File: src/rtl/uart_cmd_pkg.sv
// Shared definitions for the UART register-command link: command-byte layout,
// register map and the FSM state encodings used by the initiator and its receiver.
package uart_cmd_pkg;

    localparam int unsigned CMD_RW_BIT = 7;
    localparam int unsigned CMD_ADDR_W = 7;

    localparam logic [CMD_ADDR_W-1:0] REG_LOAD   = 7'h00;
    localparam logic [CMD_ADDR_W-1:0] REG_STORE  = 7'h01;
    localparam logic [CMD_ADDR_W-1:0] REG_PTEXT  = 7'h20;
    localparam logic [CMD_ADDR_W-1:0] REG_KEY    = 7'h21;
    localparam logic [CMD_ADDR_W-1:0] REG_TWEAK1 = 7'h22;
    localparam logic [CMD_ADDR_W-1:0] REG_TWEAK2 = 7'h23;
    localparam logic [CMD_ADDR_W-1:0] REG_RAND   = 7'h24;
    localparam logic [CMD_ADDR_W-1:0] REG_CTEXT  = 7'h25;
    localparam logic [CMD_ADDR_W-1:0] REG_START  = 7'h30;
    localparam logic [CMD_ADDR_W-1:0] REG_INC    = 7'h31;

    typedef enum logic [2:0] {
        StIdle,
        StTxCmd,
        StTxData,
        StWaitRsp,
        StRxByte
    } cmd_state_e;

    typedef enum logic [1:0] {
        RxIdle,
        RxStart,
        RxData,
        RxStop
    } rx_state_e;

    function automatic logic [7:0] cmd_byte(input logic write, input logic [CMD_ADDR_W-1:0] addr);
        logic [7:0] b;
        b = '0;
        b[CMD_RW_BIT] = write;
        b[CMD_ADDR_W-1:0] = addr;
        return b;
    endfunction

endpackage

File: src/rtl/uart_cmd_master_if.sv
// Command/response handshake between a host and the UART command initiator.
interface uart_cmd_master_if;
    import uart_cmd_pkg::*;

    logic                  cmd_valid;
    logic                  cmd_ready;
    logic                  cmd_write;
    logic [CMD_ADDR_W-1:0] cmd_addr;
    logic [7:0]            cmd_wdata;
    logic                  rsp_valid;
    logic [7:0]            rsp_rdata;
    logic                  rsp_timeout;
    logic                  busy;

    modport master (
        output cmd_valid, cmd_write, cmd_addr, cmd_wdata,
        input  cmd_ready, rsp_valid, rsp_rdata, rsp_timeout, busy
    );

    modport slave (
        input  cmd_valid, cmd_write, cmd_addr, cmd_wdata,
        output cmd_ready, rsp_valid, rsp_rdata, rsp_timeout, busy
    );

endinterface

File: src/rtl/uart_rx_byte.sv
// Single-byte 8N1 receiver: input synchronizer, start detect with mid-bit glitch
// rejection, mid-bit data sampling and stop-bit check.
module uart_rx_byte
    import uart_cmd_pkg::*;
#(
    parameter int unsigned DIV = 208
) (
    input  logic       clk,
    input  logic       n_rst,
    input  logic       enable,
    input  logic       rxd,
    output logic       active,
    output logic       byte_valid,
    output logic       frame_err,
    output logic [7:0] data
);

    localparam int unsigned HALF  = DIV / 2;
    localparam int unsigned CNT_W = $clog2(DIV + 1);

    logic            rxd_meta_q, rxd_sync_q, rxd_prev_q;
    rx_state_e       st_q, st_d;
    logic [CNT_W-1:0] cnt_q, cnt_d;
    logic [2:0]      idx_q, idx_d;
    logic [7:0]      shift_q, shift_d;
    logic            bit_tick, half_tick;

    always_ff @(posedge clk or negedge n_rst) begin
        if (!n_rst) begin
            rxd_meta_q <= 1'b1;
            rxd_sync_q <= 1'b1;
            rxd_prev_q <= 1'b1;
            st_q       <= RxIdle;
            cnt_q      <= '0;
            idx_q      <= '0;
            shift_q    <= '0;
        end else begin
            rxd_meta_q <= rxd;
            rxd_sync_q <= rxd_meta_q;
            rxd_prev_q <= rxd_sync_q;
            st_q       <= st_d;
            cnt_q      <= cnt_d;
            idx_q      <= idx_d;
            shift_q    <= shift_d;
        end
    end

    assign bit_tick  = (cnt_q == CNT_W'(DIV - 1));
    assign half_tick = (cnt_q == CNT_W'(HALF - 1));

    always_comb begin
        st_d       = st_q;
        cnt_d      = cnt_q;
        idx_d      = idx_q;
        shift_d    = shift_q;
        byte_valid = 1'b0;
        frame_err  = 1'b0;
        case (st_q)
            RxIdle: begin
                cnt_d = '0;
                if (rxd_prev_q && !rxd_sync_q) begin
                    st_d = RxStart;
                end
            end
            RxStart: begin
                if (half_tick) begin
                    cnt_d = '0;
                    idx_d = '0;
                    // A start bit that is already high again at mid-bit was a glitch.
                    st_d  = rxd_sync_q ? RxIdle : RxData;
                end else begin
                    cnt_d = cnt_q + CNT_W'(1);
                end
            end
            RxData: begin
                if (bit_tick) begin
                    cnt_d   = '0;
                    shift_d = {rxd_sync_q, shift_q[7:1]};
                    if (idx_q == 3'd7) begin
                        st_d = RxStop;
                    end else begin
                        idx_d = idx_q + 3'd1;
                    end
                end else begin
                    cnt_d = cnt_q + CNT_W'(1);
                end
            end
            RxStop: begin
                if (bit_tick) begin
                    cnt_d      = '0;
                    st_d       = RxIdle;
                    byte_valid = rxd_sync_q;
                    frame_err  = !rxd_sync_q;
                end else begin
                    cnt_d = cnt_q + CNT_W'(1);
                end
            end
            default: st_d = RxIdle;
        endcase
        if (!enable) begin
            st_d       = RxIdle;
            cnt_d      = '0;
            byte_valid = 1'b0;
            frame_err  = 1'b0;
        end
    end

    assign active = (st_q != RxIdle);
    assign data   = shift_q;

endmodule

File: src/rtl/uart_cmd_master.sv
// Host-side initiator for the UART register protocol: serializes one command at a
// time onto uart_txd and, for reads, collects the single response byte.
module uart_cmd_master
    import uart_cmd_pkg::*;
#(
    parameter int unsigned UART_CLK_FREQ = 24_000_000,
    parameter int unsigned UART_BAUD     = 115_200,
    parameter int unsigned RSP_TIMEOUT   = 40_000
) (
    input  logic               clk,
    input  logic               n_reset,
    uart_cmd_master_if.slave   cmd,
    output logic               uart_txd,
    input  logic               uart_rxd
);

    localparam int unsigned DIV   = UART_CLK_FREQ / UART_BAUD;
    localparam int unsigned DIV_W = $clog2(DIV + 1);
    localparam int unsigned TMO_W = $clog2(RSP_TIMEOUT + 1);

    logic n_rst_meta_q, n_rst;

    cmd_state_e       state_q, state_d;
    logic [DIV_W-1:0] div_q, div_d;
    logic [3:0]       bit_q, bit_d;
    logic [7:0]       shift_q, shift_d;
    logic             txd_q, txd_d;
    logic             write_q, write_d;
    logic [7:0]       wdata_q, wdata_d;
    logic [TMO_W-1:0] wait_q, wait_d, wait_inc;
    logic             rsp_valid_q, rsp_valid_d;
    logic             rsp_timeout_q, rsp_timeout_d;
    logic [7:0]       rdata_q, rdata_d;

    logic       rx_enable, rx_active, rx_byte_valid, rx_frame_err;
    logic [7:0] rx_data;

    // Reset asserts asynchronously but releases synchronously to clk.
    always_ff @(posedge clk or negedge n_reset) begin
        if (!n_reset) begin
            n_rst_meta_q <= 1'b0;
            n_rst        <= 1'b0;
        end else begin
            n_rst_meta_q <= 1'b1;
            n_rst        <= n_rst_meta_q;
        end
    end

    always_ff @(posedge clk or negedge n_rst) begin
        if (!n_rst) begin
            state_q       <= StIdle;
            div_q         <= '0;
            bit_q         <= '0;
            shift_q       <= '0;
            txd_q         <= 1'b1;
            write_q       <= 1'b0;
            wdata_q       <= '0;
            wait_q        <= '0;
            rsp_valid_q   <= 1'b0;
            rsp_timeout_q <= 1'b0;
            rdata_q       <= '0;
        end else begin
            state_q       <= state_d;
            div_q         <= div_d;
            bit_q         <= bit_d;
            shift_q       <= shift_d;
            txd_q         <= txd_d;
            write_q       <= write_d;
            wdata_q       <= wdata_d;
            wait_q        <= wait_d;
            rsp_valid_q   <= rsp_valid_d;
            rsp_timeout_q <= rsp_timeout_d;
            rdata_q       <= rdata_d;
        end
    end

    always_comb begin
        state_d       = state_q;
        div_d         = div_q;
        bit_d         = bit_q;
        shift_d       = shift_q;
        txd_d         = txd_q;
        write_d       = write_q;
        wdata_d       = wdata_q;
        wait_d        = wait_q;
        rdata_d       = rdata_q;
        rsp_valid_d   = 1'b0;
        rsp_timeout_d = 1'b0;
        wait_inc      = (wait_q == TMO_W'(RSP_TIMEOUT)) ? wait_q : wait_q + TMO_W'(1);
        case (state_q)
            StIdle: begin
                txd_d = 1'b1;
                if (cmd.cmd_valid) begin
                    write_d = cmd.cmd_write;
                    wdata_d = cmd.cmd_wdata;
                    shift_d = cmd_byte(cmd.cmd_write, cmd.cmd_addr);
                    txd_d   = 1'b0;
                    div_d   = '0;
                    bit_d   = '0;
                    state_d = StTxCmd;
                end
            end
            StTxCmd, StTxData: begin
                if (div_q == DIV_W'(DIV - 1)) begin
                    div_d = '0;
                    if (bit_q == 4'd9) begin
                        bit_d = '0;
                        txd_d = 1'b1;
                        if (state_q == StTxCmd && write_q) begin
                            // Data byte follows the command byte with no idle gap.
                            state_d = StTxData;
                            shift_d = wdata_q;
                            txd_d   = 1'b0;
                        end else if (state_q == StTxCmd) begin
                            state_d = StWaitRsp;
                            wait_d  = '0;
                        end else begin
                            state_d = StIdle;
                        end
                    end else begin
                        // Shifting in ones makes the tenth bit the stop bit.
                        bit_d   = bit_q + 4'd1;
                        txd_d   = shift_q[0];
                        shift_d = {1'b1, shift_q[7:1]};
                    end
                end else begin
                    div_d = div_q + DIV_W'(1);
                end
            end
            StWaitRsp: begin
                wait_d = wait_inc;
                if (rx_active) begin
                    state_d = StRxByte;
                end else if (wait_q >= TMO_W'(RSP_TIMEOUT - 1)) begin
                    rsp_timeout_d = 1'b1;
                    state_d       = StIdle;
                end
            end
            StRxByte: begin
                wait_d = wait_inc;
                if (rx_byte_valid) begin
                    rsp_valid_d = 1'b1;
                    rdata_d     = rx_data;
                    state_d     = StIdle;
                end else if (rx_frame_err) begin
                    rsp_timeout_d = 1'b1;
                    state_d       = StIdle;
                end else if (!rx_active) begin
                    state_d = StWaitRsp;
                end
            end
            default: state_d = StIdle;
        endcase
    end

    assign rx_enable = (state_q == StWaitRsp) || (state_q == StRxByte);

    uart_rx_byte #(
        .DIV (DIV)
    ) u_rx (
        .clk        (clk),
        .n_rst      (n_rst),
        .enable     (rx_enable),
        .rxd        (uart_rxd),
        .active     (rx_active),
        .byte_valid (rx_byte_valid),
        .frame_err  (rx_frame_err),
        .data       (rx_data)
    );

    assign uart_txd        = txd_q;
    assign cmd.cmd_ready   = (state_q == StIdle);
    assign cmd.busy        = (state_q != StIdle);
    assign cmd.rsp_valid   = rsp_valid_q;
    assign cmd.rsp_timeout = rsp_timeout_q;
    assign cmd.rsp_rdata   = rdata_q;

endmodule

File: src/flat_wrapper.sv
// flat-port wrapper written by rule: the top's interface ports become plain ports
module uart_cmd_master_flat import uart_cmd_pkg::*;
#(
    parameter int unsigned UART_CLK_FREQ = 24_000_000,
    parameter int unsigned UART_BAUD     = 115_200,
    parameter int unsigned RSP_TIMEOUT   = 40_000
)
  (clk, n_reset, uart_txd, uart_rxd, cmd_cmd_valid, cmd_cmd_write, cmd_cmd_addr, cmd_cmd_wdata, cmd_cmd_ready, cmd_rsp_valid, cmd_rsp_rdata, cmd_rsp_timeout, cmd_busy);
  uart_cmd_master_if cmd_i ();
  input  logic clk;
  input  logic n_reset;
  output logic uart_txd;
  input  logic uart_rxd;
  input wire logic [$bits(cmd_i.cmd_valid)-1:0] cmd_cmd_valid;
  input wire logic [$bits(cmd_i.cmd_write)-1:0] cmd_cmd_write;
  input wire logic [$bits(cmd_i.cmd_addr)-1:0] cmd_cmd_addr;
  input wire logic [$bits(cmd_i.cmd_wdata)-1:0] cmd_cmd_wdata;
  output wire logic [$bits(cmd_i.cmd_ready)-1:0] cmd_cmd_ready;
  output wire logic [$bits(cmd_i.rsp_valid)-1:0] cmd_rsp_valid;
  output wire logic [$bits(cmd_i.rsp_rdata)-1:0] cmd_rsp_rdata;
  output wire logic [$bits(cmd_i.rsp_timeout)-1:0] cmd_rsp_timeout;
  output wire logic [$bits(cmd_i.busy)-1:0] cmd_busy;
  assign cmd_i.cmd_valid = cmd_cmd_valid;
  assign cmd_i.cmd_write = cmd_cmd_write;
  assign cmd_i.cmd_addr = cmd_cmd_addr;
  assign cmd_i.cmd_wdata = cmd_cmd_wdata;
  assign cmd_cmd_ready = cmd_i.cmd_ready;
  assign cmd_rsp_valid = cmd_i.rsp_valid;
  assign cmd_rsp_rdata = cmd_i.rsp_rdata;
  assign cmd_rsp_timeout = cmd_i.rsp_timeout;
  assign cmd_busy = cmd_i.busy;
  uart_cmd_master #(.UART_CLK_FREQ(UART_CLK_FREQ), .UART_BAUD(UART_BAUD), .RSP_TIMEOUT(RSP_TIMEOUT)) u_core (.clk(clk), .n_reset(n_reset), .cmd(cmd_i), .uart_txd(uart_txd), .uart_rxd(uart_rxd));
endmodule
File: config.mk
export PLATFORM = sky130hd
export DESIGN_NAME = uart_cmd_master_flat
export DESIGN_NICKNAME = d
export VERILOG_FILES = /design/src/rtl/uart_cmd_pkg.sv /design/src/rtl/uart_cmd_master_if.sv /design/src/rtl/uart_rx_byte.sv /design/src/rtl/uart_cmd_master.sv /design/src/flat_wrapper.sv
export SDC_FILE = /design/constraint.sdc
export NUM_CORES = 1
export LEC_CHECK = 0
export ABC_AREA = 1
export CAP_MARGIN = 0
export CORE_MARGIN = 1
export CORE_UTILIZATION = 40
export CTS_CLUSTER_DIAMETER = 200
export DETAILED_ROUTE_END_ITERATION = 10
export PLACE_DENSITY_LB_ADDON = 0.3
export SYNTH_ARGS = -nofsm -noshare
export SYNTH_HDL_FRONTEND = slang
export SYNTH_SLANG_ARGS = --single-unit
File: constraint.sdc
create_clock -name clk -period 8.1 [get_ports clk]
set_clock_uncertainty 0.2 [all_clocks]
set_input_delay 1.62 -clock clk [delete_from_list [all_inputs] [get_ports clk]]
set_output_delay 1.62 -clock clk [all_outputs]
set_load 0.005 [all_outputs]
==> report_table.html, run 1 <==
<table>
<tr><th>Metric</th><th>Value</th></tr>
<tr><th colspan="2">Status</th></tr>
<tr><td>Outcome</td><td>complete, no violations</td></tr>
<tr><th colspan="2">Final layout</th></tr>
<tr><td>Layout Cells excl Fill</td><td>743</td></tr>
<tr><td>Post-layout utilization of the core</td><td>0.4836</td></tr>
<tr><td>Post-synthesis to final-layout area growth</td><td>15.56%</td></tr>
<tr><td>Antenna Diode Count</td><td>0</td></tr>
<tr><td>Fraction of final layout cells sized beyond drive strength 1</td><td>0.1493</td></tr>
<tr><td>Final #Nets</td><td>624</td></tr>
<tr><td>Number of fill cells</td><td>1060</td></tr>
<tr><th colspan="2">Global routing</th></tr>
<tr><td>Largest net degree at the start of global routing</td><td>84</td></tr>
<tr><td>Global-route wire length before repair</td><td>between 15000 and 20000 um</td></tr>
<tr><td>Vias in the first global route</td><td>3473</td></tr>
<tr><td>Initial antenna violation count</td><td>0</td></tr>
<tr><td>Total global-route track usage</td><td>0.1633</td></tr>
<tr><td>Total gr overflow</td><td>0</td></tr>
<tr><th colspan="2">Detailed routing</th></tr>
<tr><td>Average wire per cell in the routed design</td><td>11.67 um</td></tr>
<tr><td>Aggregate routed wire length</td><td>8674 um</td></tr>
<tr><td>DRC violation count after routing</td><td>0</td></tr>
<tr><td>Number of iterations in the first detailed-routing pass</td><td>4</td></tr>
<tr><td>Number of nets with antenna violations after detailed routing</td><td>0</td></tr>
<tr><td>Vias post-DR</td><td>3586</td></tr>
<tr><td>Via density per instance</td><td>around 4.8</td></tr>
<tr><td>Number of violations reported at the end of detailed-routing iteration 0</td><td>around 240</td></tr>
<tr><th colspan="2">Synth</th></tr>
<tr><td>Area of the mapped netlist</td><td>between 4000 and 5000 sq um</td></tr>
<tr><td>Post-Syn Nets</td><td>590</td></tr>
<tr><td>Sequential area share after synthesis</td><td>0.4619</td></tr>
<tr><td>Yosys cell types</td><td>37</td></tr>
<tr><td>Syn Area/Cell</td><td>8.184 sq um</td></tr>
<tr><td>Number of warnings issued by yosys</td><td>0</td></tr>
<tr><td>Cell count after synthesis</td><td>564</td></tr>
<tr><td>#FFs+latches synth</td><td>85</td></tr>
<tr><th colspan="2">Setup path</th></tr>
<tr><td>CP top delay family</td><td>buffers and inverters</td></tr>
<tr><td>Cell chain of the critical path</td><td>nor2_2 &gt; nand2_2 &gt; inv_1 &gt; clkdlybuf4s50_1</td></tr>
<tr><td>Setup crit start</td><td>u_core.state_q[2]</td></tr>
<tr><td>Signal arrival time at the worst endpoint</td><td>roughly 1.7 ns</td></tr>
<tr><td>Crit path depth</td><td>4</td></tr>
<tr><td>Slowest library cell on the worst path</td><td>sky130_fd_sc_hd__clkdlybuf4s50_1</td></tr>
<tr><td>Type of the worst setup path</td><td>flop to output port</td></tr>
<tr><td>FF-to-FF path depth</td><td>10</td></tr>
<tr><td>CP bufs+invs</td><td>2</td></tr>
<tr><td>Largest fanout on the critical path</td><td>5</td></tr>
<tr><td>Slack of the worst reg-to-reg path</td><td>approximately 6.0 ns</td></tr>
<tr><td>Critical path's largest stage delay</td><td>0.50 ns</td></tr>
<tr><td>Crit end category</td><td>output port</td></tr>
<tr><td>Required arrival time at the worst endpoint</td><td>6.28 ns</td></tr>
<tr><td>Critical register-to-register path endpoint</td><td>u_core.wait_q[10]</td></tr>
<tr><td>Worst setup path endpoint</td><td>cmd_cmd_ready</td></tr>
<tr><td>Critical path startpoint category</td><td>flop</td></tr>
<tr><td>Source of the worst register-to-register timing path</td><td>u_core.state_q[1]</td></tr>
<tr><th colspan="2">STA</th></tr>
<tr><td>Tmin final</td><td>3.494 ns</td></tr>
<tr><td>Sum of negative setup slack</td><td>0 ns</td></tr>
<tr><td>Final clock period utilization by the worst path</td><td>0.4313</td></tr>
<tr><td>Setup repair after global routing missed its margin</td><td>no</td></tr>
<tr><td>Minimum hold slack</td><td>0.1547 ns</td></tr>
<tr><td>Maximum achievable frequency</td><td>286.2 MHz</td></tr>
<tr><td>Actual slew at the worst max-slew pin</td><td>approximately 1.1 ns</td></tr>
<tr><td>Number of hold violations in the final report</td><td>0</td></tr>
<tr><td>Final setup violation count</td><td>0</td></tr>
<tr><td>Max-slew headroom</td><td>0.2731</td></tr>
<tr><td>Final-report max-slew violation count</td><td>0</td></tr>
<tr><th colspan="2">Floorplanning</th></tr>
<tr><td>Die boundary width</td><td>109.4 um</td></tr>
<tr><td># IOs</td><td>33</td></tr>
<tr><td>Die footprint</td><td>approximately 12000 sq um</td></tr>
<tr><td>Core region area</td><td>between 10000 and 15000 sq um</td></tr>
<tr><td>Number of rows in the core area</td><td>38</td></tr>
<tr><td>Starting Density</td><td>0.4184</td></tr>
<tr><td>Overall die height</td><td>~110 um</td></tr>
<tr><th colspan="2">Place</th></tr>
<tr><td>Port Buf Inserts</td><td>32</td></tr>
<tr><td>Placed instance count</td><td>727</td></tr>
<tr><td>DPL Wire Length</td><td>6148 um</td></tr>
<tr><td>Gpl congestion</td><td>between 0.8 and 0.9</td></tr>
<tr><th colspan="2">Clocking</th></tr>
<tr><td>Clk sink count</td><td>between 80 and 90</td></tr>
<tr><td>Clock network latency to the later pin of the worst-skew pair</td><td>0.34 ns</td></tr>
<tr><td>CTS hold repair buffers</td><td>0</td></tr>
<tr><td>Clock-pin slew of the registers on the worst-case setup and hold paths</td><td>0.07 ns</td></tr>
<tr><td>Total number of H-tree levels</td><td>3</td></tr>
<tr><td>Number of buffers on the longest clock path</td><td>2</td></tr>
<tr><td>Postcts setup bufs</td><td>0</td></tr>
<tr><td>Clk root buf</td><td>sky130_fd_sc_hd__clkbuf_16</td></tr>
<tr><td>Count of cells resized by post-cts repair</td><td>0</td></tr>
<tr><td>Number of clock buffers inserted by TritonCTS</td><td>9</td></tr>
<tr><td>CTS tree</td><td>built</td></tr>
<tr><th colspan="2">Pwr</th></tr>
<tr><td>Leak Pwr</td><td>2.470 nW</td></tr>
<tr><td>Worst VDD drop</td><td>about 180 uV</td></tr>
<tr><td>Total power per unit cell area</td><td>264.0 nW/um^2</td></tr>
<tr><td>Final Total Pwr</td><td>1.408 mW</td></tr>
<tr><th colspan="2">Worst hold path</th></tr>
<tr><td>Hold Path Class</td><td>flop to flop</td></tr>
<tr><td>Hold depth</td><td>0</td></tr>
<tr><th colspan="2">Run</th></tr>
<tr><td>Number of maximum-capacitance violations</td><td>0</td></tr>
</table>
[worst min-delay path by stage]
| stage | slack, ns | from | to |
|---|---|---|---|
| 3_5_place_dp | 0.14 | u_core.n_rst_meta_q | u_core.n_rst |
| 3_3_place_gp | 0.14 | u_core.n_rst_meta_q | u_core.n_rst |
| 2_1_floorplan | 0.13 | u_core.n_rst_meta_q | u_core.n_rst |
| 4_1_cts | 0.16 | u_core.n_rst_meta_q | u_core.n_rst |
| 6_report | 0.15 | u_core.n_rst_meta_q | u_core.n_rst |
| 5_1_grt | 0.16 | u_core.u_rx.rxd_meta_q | u_core.u_rx.rxd_sync_q |
[stage by stage]
stage,setup slack (ns),area (sq um)
2_1_floorplan,5.364,4616
3_5_place_dp,4.864,5051
4_1_cts,4.587,5334
5_1_grt,4.518,5334
6_report,4.606,5334
3_3_place_gp,4.895,5051
[synthesized netlist by cell type, drive strengths merged]
cell type / number / area share
a21oi: 6 / 0.0065
a22o: 1 / 0.0019
a31oi: 3 / 0.0041
and2: 1 / 0.0014
and3: 1 / 0.0014
buf: 9 / 0.014
conb: 1 / 0.00081
dfrtp: 81 / 0.44
dfstp: 4 / 0.023
ha: 6 / 0.016
inv: 74 / 0.061
mux2: 15 / 0.037
nand2: 158 / 0.15
nand3: 37 / 0.044
nand3b: 1 / 0.0016
nand4: 9 / 0.015
nor2: 67 / 0.063
nor3: 5 / 0.0054
nor3b: 1 / 0.0016
o211ai: 1 / 0.0016
o21a: 2 / 0.0033
o21ai: 62 / 0.076
o22ai: 1 / 0.0014
or2: 1 / 0.0014
xnor2: 4 / 0.0076
xor2: 13 / 0.025
[power breakdown]
part | internal [mW] | total [mW] | switching [mW]
combinational | 0.164 | 0.451 | 0.288
clock | 0.211 | 0.393 | 0.181
sequential | 0.504 | 0.564 | 0.0600
[final cells by class]
cell class | count | area (sq um) | share of cell area
clock buffer | 9 | 225.2 | 0.04222
clock inverter | 7 | 57.56 | 0.01079
sequential | 85 | 2136 | 0.4004
inverter | 74 | 282.8 | 0.05301
multi-input combinational | 396 | 2137 | 0.4007
tap | 140 | 175.2 | 0.03284
timing repair buffer | 32 | 320.3 | 0.06005
[sequential cells by signal (all words and copies together) (netlist names), 2 cells and up]
| name | flops |
|---|---|
| u_core.state_q | 3 |
| u_core.u_rx.st_q | 2 |
| u_core.shift_q | 8 |
| u_core.u_rx.idx_q | 3 |
| u_core.u_rx.data | 8 |
| u_core.cmd.rsp_rdata | 8 |
| u_core.bit_q | 4 |
| u_core.wdata_q | 8 |
| u_core.wait_q | 16 |
| u_core.div_q | 8 |
| u_core.u_rx.cnt_q | 8 |
[cells by family after synthesis]
kind of cell    after synthesis  synth area share
mux                          15           0.03659
flops                        85            0.4619
fa+ha+maj                     6           0.01626
other cells                   1         0.0008124
buf+inv                      83           0.07509
xor+xnor                     17           0.03226
simple gates                281            0.2822
compound gates               76           0.09488
[layout by cell type, fill, tap and decap left out, types with 2 or more instances in the layout]
cell type                         netlist  routed
sky130_fd_sc_hd__nand2_1              136     136
sky130_fd_sc_hd__inv_2                  4       4
sky130_fd_sc_hd__inv_1                 68      68
sky130_fd_sc_hd__nand2_4                6       6
sky130_fd_sc_hd__a21oi_1                6       6
sky130_fd_sc_hd__clkinvlp_4             0       3
sky130_fd_sc_hd__inv_6                  0       3
sky130_fd_sc_hd__o21ai_1               14      14
sky130_fd_sc_hd__clkbuf_16              0       9
sky130_fd_sc_hd__clkdlybuf4s50_1        0      32
sky130_fd_sc_hd__mux2_2                15      15
sky130_fd_sc_hd__o21a_1                 2       2
sky130_fd_sc_hd__nor2_1                58      58
sky130_fd_sc_hd__o21ai_0               37      37
sky130_fd_sc_hd__nor2_2                 6       6
sky130_fd_sc_hd__a31oi_1                3       3
sky130_fd_sc_hd__nand4_1                8       8
sky130_fd_sc_hd__inv_4                  2       2
sky130_fd_sc_hd__xnor2_1                4       4
sky130_fd_sc_hd__nand3_1               33      33
sky130_fd_sc_hd__ha_1                   6       6
sky130_fd_sc_hd__xor2_1                13      13
sky130_fd_sc_hd__nand2_2               16      16
sky130_fd_sc_hd__nor2_4                 3       3
sky130_fd_sc_hd__dfrtp_1               81      80
sky130_fd_sc_hd__dfstp_2                4       4
sky130_fd_sc_hd__o21ai_2               11      11
sky130_fd_sc_hd__nand3_2                4       4
sky130_fd_sc_hd__nor3_1                 5       5
[metal layers]
layer / vias to the layer above / GRT usage / part of all wire
met3: 5 / 0.04861 / 0.040
met5: - / 0 / 0
met1: 1669 / 0.1979 / 0.48
li1: 1861 / - / -
met2: 51 / 0.2794 / 0.47
met4: 0 / 0.04857 / 0.0068
[worst reg2reg max path: cells and delay by family (launching register included)]
kind / cells / cell delay [ns]
simple gates: 7 / 0.97
flops: 1 / 0.46
buf+inv: 3 / 0.37
No activity file was read; power rests on OpenSTA's default activity.
==> run 2, diff against run 1 <==
clock period = 3.4 ns   (was 8.1 ns; I/O delays follow)
==> report_table.html, run 2 (synthesis results as in run 1) <==
<table>
<tr><th>Metric</th><th>Value</th></tr>
<tr><th colspan="2">Status</th></tr>
<tr><td>Outcome</td><td>complete, no violations</td></tr>
<tr><th colspan="2">Clocking</th></tr>
<tr><td>CTS hold repair buffers</td><td>0 (unchanged)</td></tr>
<tr><td>Number of buffers on the longest clock path</td><td>2 (unchanged)</td></tr>
<tr><td>Count of cells resized by post-cts repair</td><td>0 (unchanged)</td></tr>
<tr><td>CTS tree</td><td>built</td></tr>
<tr><td>Postcts setup bufs</td><td>0 (unchanged)</td></tr>
<tr><td>Clk sink count</td><td>85 (unchanged)</td></tr>
<tr><td>Clk root buf</td><td>sky130_fd_sc_hd__clkbuf_16</td></tr>
<tr><td>Total number of H-tree levels</td><td>3 (unchanged)</td></tr>
<tr><td>Clock-pin slew of the registers on the worst-case setup and hold paths</td><td>0.07 ns (about the same)</td></tr>
<tr><td>Number of clock buffers inserted by TritonCTS</td><td>9 (unchanged)</td></tr>
<tr><td>Clock network latency to the later pin of the worst-skew pair</td><td>0.34 ns (about the same)</td></tr>
<tr><th colspan="2">Place</th></tr>
<tr><td>Post-place instance area</td><td>5051 sq um (unchanged)</td></tr>
<tr><td>Gpl congestion</td><td>0.8251 (about the same)</td></tr>
<tr><td>Port Buf Inserts</td><td>32 (unchanged)</td></tr>
<tr><td>DPL Wire Length</td><td>6162 um (+0.23%)</td></tr>
<tr><th colspan="2">Floorplanning</th></tr>
<tr><td>Starting Density</td><td>0.4184 (unchanged)</td></tr>
<tr><td>Overall die height</td><td>109.4 um (unchanged)</td></tr>
<tr><td>Number of rows in the core area</td><td>38 (unchanged)</td></tr>
<tr><td># IOs</td><td>33 (unchanged)</td></tr>
<tr><td>Die boundary width</td><td>109.4 um (unchanged)</td></tr>
<tr><td>Core region area</td><td>11030 sq um (unchanged)</td></tr>
<tr><td>Die footprint</td><td>11970 sq um (unchanged)</td></tr>
<tr><th colspan="2">Setup path</th></tr>
<tr><td>CP top delay family</td><td>buffers and inverters</td></tr>
<tr><td>Signal arrival time at the worst endpoint</td><td>1.67 ns (about the same)</td></tr>
<tr><td>Cell chain of the critical path</td><td>nor2_2 &gt; nand2_2 &gt; inv_1 &gt; clkdlybuf4s50_1</td></tr>
<tr><td>Critical path's largest stage delay</td><td>0.50 ns (about the same)</td></tr>
<tr><td>Type of the worst setup path</td><td>flop to output port</td></tr>
<tr><td>Setup crit start</td><td>u_core.state_q[0]</td></tr>
<tr><td>Source of the worst register-to-register timing path</td><td>u_core.state_q[0]</td></tr>
<tr><td>Crit end category</td><td>output port</td></tr>
<tr><td>Largest fanout on the critical path</td><td>5 (unchanged)</td></tr>
<tr><td>Critical path startpoint category</td><td>flop</td></tr>
<tr><td>Required arrival time at the worst endpoint</td><td>2.52 ns (-3.76 ns)</td></tr>
<tr><td>CP bufs+invs</td><td>2 (unchanged)</td></tr>
<tr><td>Slowest library cell on the worst path</td><td>sky130_fd_sc_hd__clkdlybuf4s50_1</td></tr>
<tr><th colspan="2">STA</th></tr>
<tr><td>Number of hold violations in the final report</td><td>0 (unchanged)</td></tr>
<tr><td>Sum of negative setup slack</td><td>0 ns (unchanged)</td></tr>
<tr><td>Tmin final</td><td>roughly 2.5 ns</td></tr>
<tr><td>Actual slew at the worst max-slew pin</td><td>1.062 ns (-0.02785 ns)</td></tr>
<tr><td>Final setup violation count</td><td>0 (unchanged)</td></tr>
<tr><td>Max-slew headroom</td><td>0.2917 (+0.01857)</td></tr>
<tr><td>Final-report max-slew violation count</td><td>0 (unchanged)</td></tr>
<tr><td>Final clock period utilization by the worst path</td><td>0.7498</td></tr>
<tr><td>Maximum achievable frequency</td><td>392.3 MHz</td></tr>
<tr><td>Setup repair after global routing missed its margin</td><td>no</td></tr>
<tr><th colspan="2">Final layout</th></tr>
<tr><td>Fraction of final layout cells sized beyond drive strength 1</td><td>0.1493 (unchanged)</td></tr>
<tr><td>Design Area, Final</td><td>5356 sq um (+0.42%)</td></tr>
<tr><td>Final #Nets</td><td>624 (unchanged)</td></tr>
<tr><td>Max FFs per register</td><td>16 (unchanged)</td></tr>
<tr><td>Number of fill cells</td><td>1057 (-0.28%)</td></tr>
<tr><td>Register with the highest flop count</td><td>u_core.wait_q</td></tr>
<tr><td>Most common cell after layout, fill and taps aside</td><td>sky130_fd_sc_hd__nand2_1</td></tr>
<tr><td>Antenna Diode Count</td><td>0 (unchanged)</td></tr>
<tr><td>Leading cell types in the layout, fill and taps excluded</td><td>136 x sky130_fd_sc_hd__nand2_1, 80 x sky130_fd_sc_hd__dfrtp_1, 68 x sky130_fd_sc_hd__inv_1, 58 x sky130_fd_sc_hd__nor2_1, 37 x sky130_fd_sc_hd__o21ai_0</td></tr>
<tr><td>Post-synthesis to final-layout area growth</td><td>16.05%</td></tr>
<tr><th colspan="2">Global routing</th></tr>
<tr><td>Largest net degree at the start of global routing</td><td>84 (unchanged)</td></tr>
<tr><td>Global-route wire length before repair</td><td>15120 um (-0.68%)</td></tr>
<tr><td>Total global-route track usage</td><td>0.1614 (-0.001847)</td></tr>
<tr><td>Initial antenna violation count</td><td>0 (unchanged)</td></tr>
<tr><td>Vias in the first global route</td><td>3473 (unchanged)</td></tr>
<tr><td>Total gr overflow</td><td>0 (unchanged)</td></tr>
<tr><th colspan="2">Detailed routing</th></tr>
<tr><td>Via density per instance</td><td>4.849 (+0.47%)</td></tr>
<tr><td>Vias post-DR</td><td>3603 (+0.47%)</td></tr>
<tr><td>Average wire per cell in the routed design</td><td>11.58 um (-0.81%)</td></tr>
<tr><td>Number of iterations in the first detailed-routing pass</td><td>4 (unchanged)</td></tr>
<tr><td>Number of nets with antenna violations after detailed routing</td><td>0 (unchanged)</td></tr>
<tr><td>Aggregate routed wire length</td><td>8604 um (-0.81%)</td></tr>
<tr><td>DRC violation count after routing</td><td>0 (unchanged)</td></tr>
<tr><td>Number of violations reported at the end of detailed-routing iteration 0</td><td>182 (-23%)</td></tr>
<tr><th colspan="2">Worst hold path</th></tr>
<tr><td>Hold Path Class</td><td>flop to flop</td></tr>
<tr><td>Hold Startpoint</td><td>u_core.n_rst_meta_q</td></tr>
<tr><th colspan="2">Pwr</th></tr>
<tr><td>Final Total Pwr</td><td>3.425 mW (+140%)</td></tr>
<tr><td>Worst VDD drop</td><td>473.1 uV (+170%)</td></tr>
<tr><td>Leak Pwr</td><td>2.484 nW (+0.57%)</td></tr>
<tr><td>Total power per unit cell area</td><td>639.3 nW/um^2 (+140%)</td></tr>
<tr><th colspan="2">Run</th></tr>
<tr><td>Number of maximum-capacitance violations</td><td>0 (unchanged)</td></tr>
</table>
run 2: changes by cell type in the layout (fill, tap and decap cells not counted), sizes merged:
cell	delta
clkinvlp	-1
bufinv	+1
run 2: power breakdown:
group	internal, mW	switching (mW)
Clock	0.578	0.419
Combinational	0.391	0.689
Sequential	1.20	0.146
run 2: path summary, 6_finish.rpt:
kind	slack, ns	end	cells after the start
worst max-delay path	0.85	cmd_cmd_ready	4
worst max register to register	1.32	u_core.wait_q[10]	10
max in group asynchronous	2.00	u_core.wait_q[3]	0
min in group asynchronous	0.30	u_core.n_rst	1
worst min-delay path	0.15	u_core.n_rst	0
worst min register to register	0.15	u_core.n_rst	0
run 2: layer usage:
layer  track usage  vias to the layer above  part of all wire
met3       0.04090                        9             0.036
met2        0.2767                       58              0.47
met4       0.05810                        0             0.011
li1              -                     1862                 -
met1        0.1958                     1674              0.48
met5             0                        -                 0
run 2: through the flow:
step	worst slack (ns)	util	instances	hold WS (ns)
6_report	0.8508	0.4856	743	0.1539
5_1_grt	0.7683	0.4856	743	0.1627
4_1_cts	0.8252	0.4856	743	0.1575
3_5_place_dp	1.087	0.4579	727	0.1436
3_3_place_gp	1.135	0.4579	727	0.1396
2_1_floorplan	0.6643	-	564	0.1312
run 2: final cells by class:
| cell class | instances | area [sq um] | share of cell area |
|---|---|---|---|
| repair buffers | 32 | 320.3 | 0.05980 |
| clock inverters | 7 | 80.08 | 0.01495 |
| flip-flops and latches | 85 | 2136 | 0.3987 |
| clock buffers | 9 | 225.2 | 0.04205 |
| well taps | 140 | 175.2 | 0.03270 |
| inverters | 74 | 282.8 | 0.05279 |
| multi-input cells | 396 | 2137 | 0.3990 |
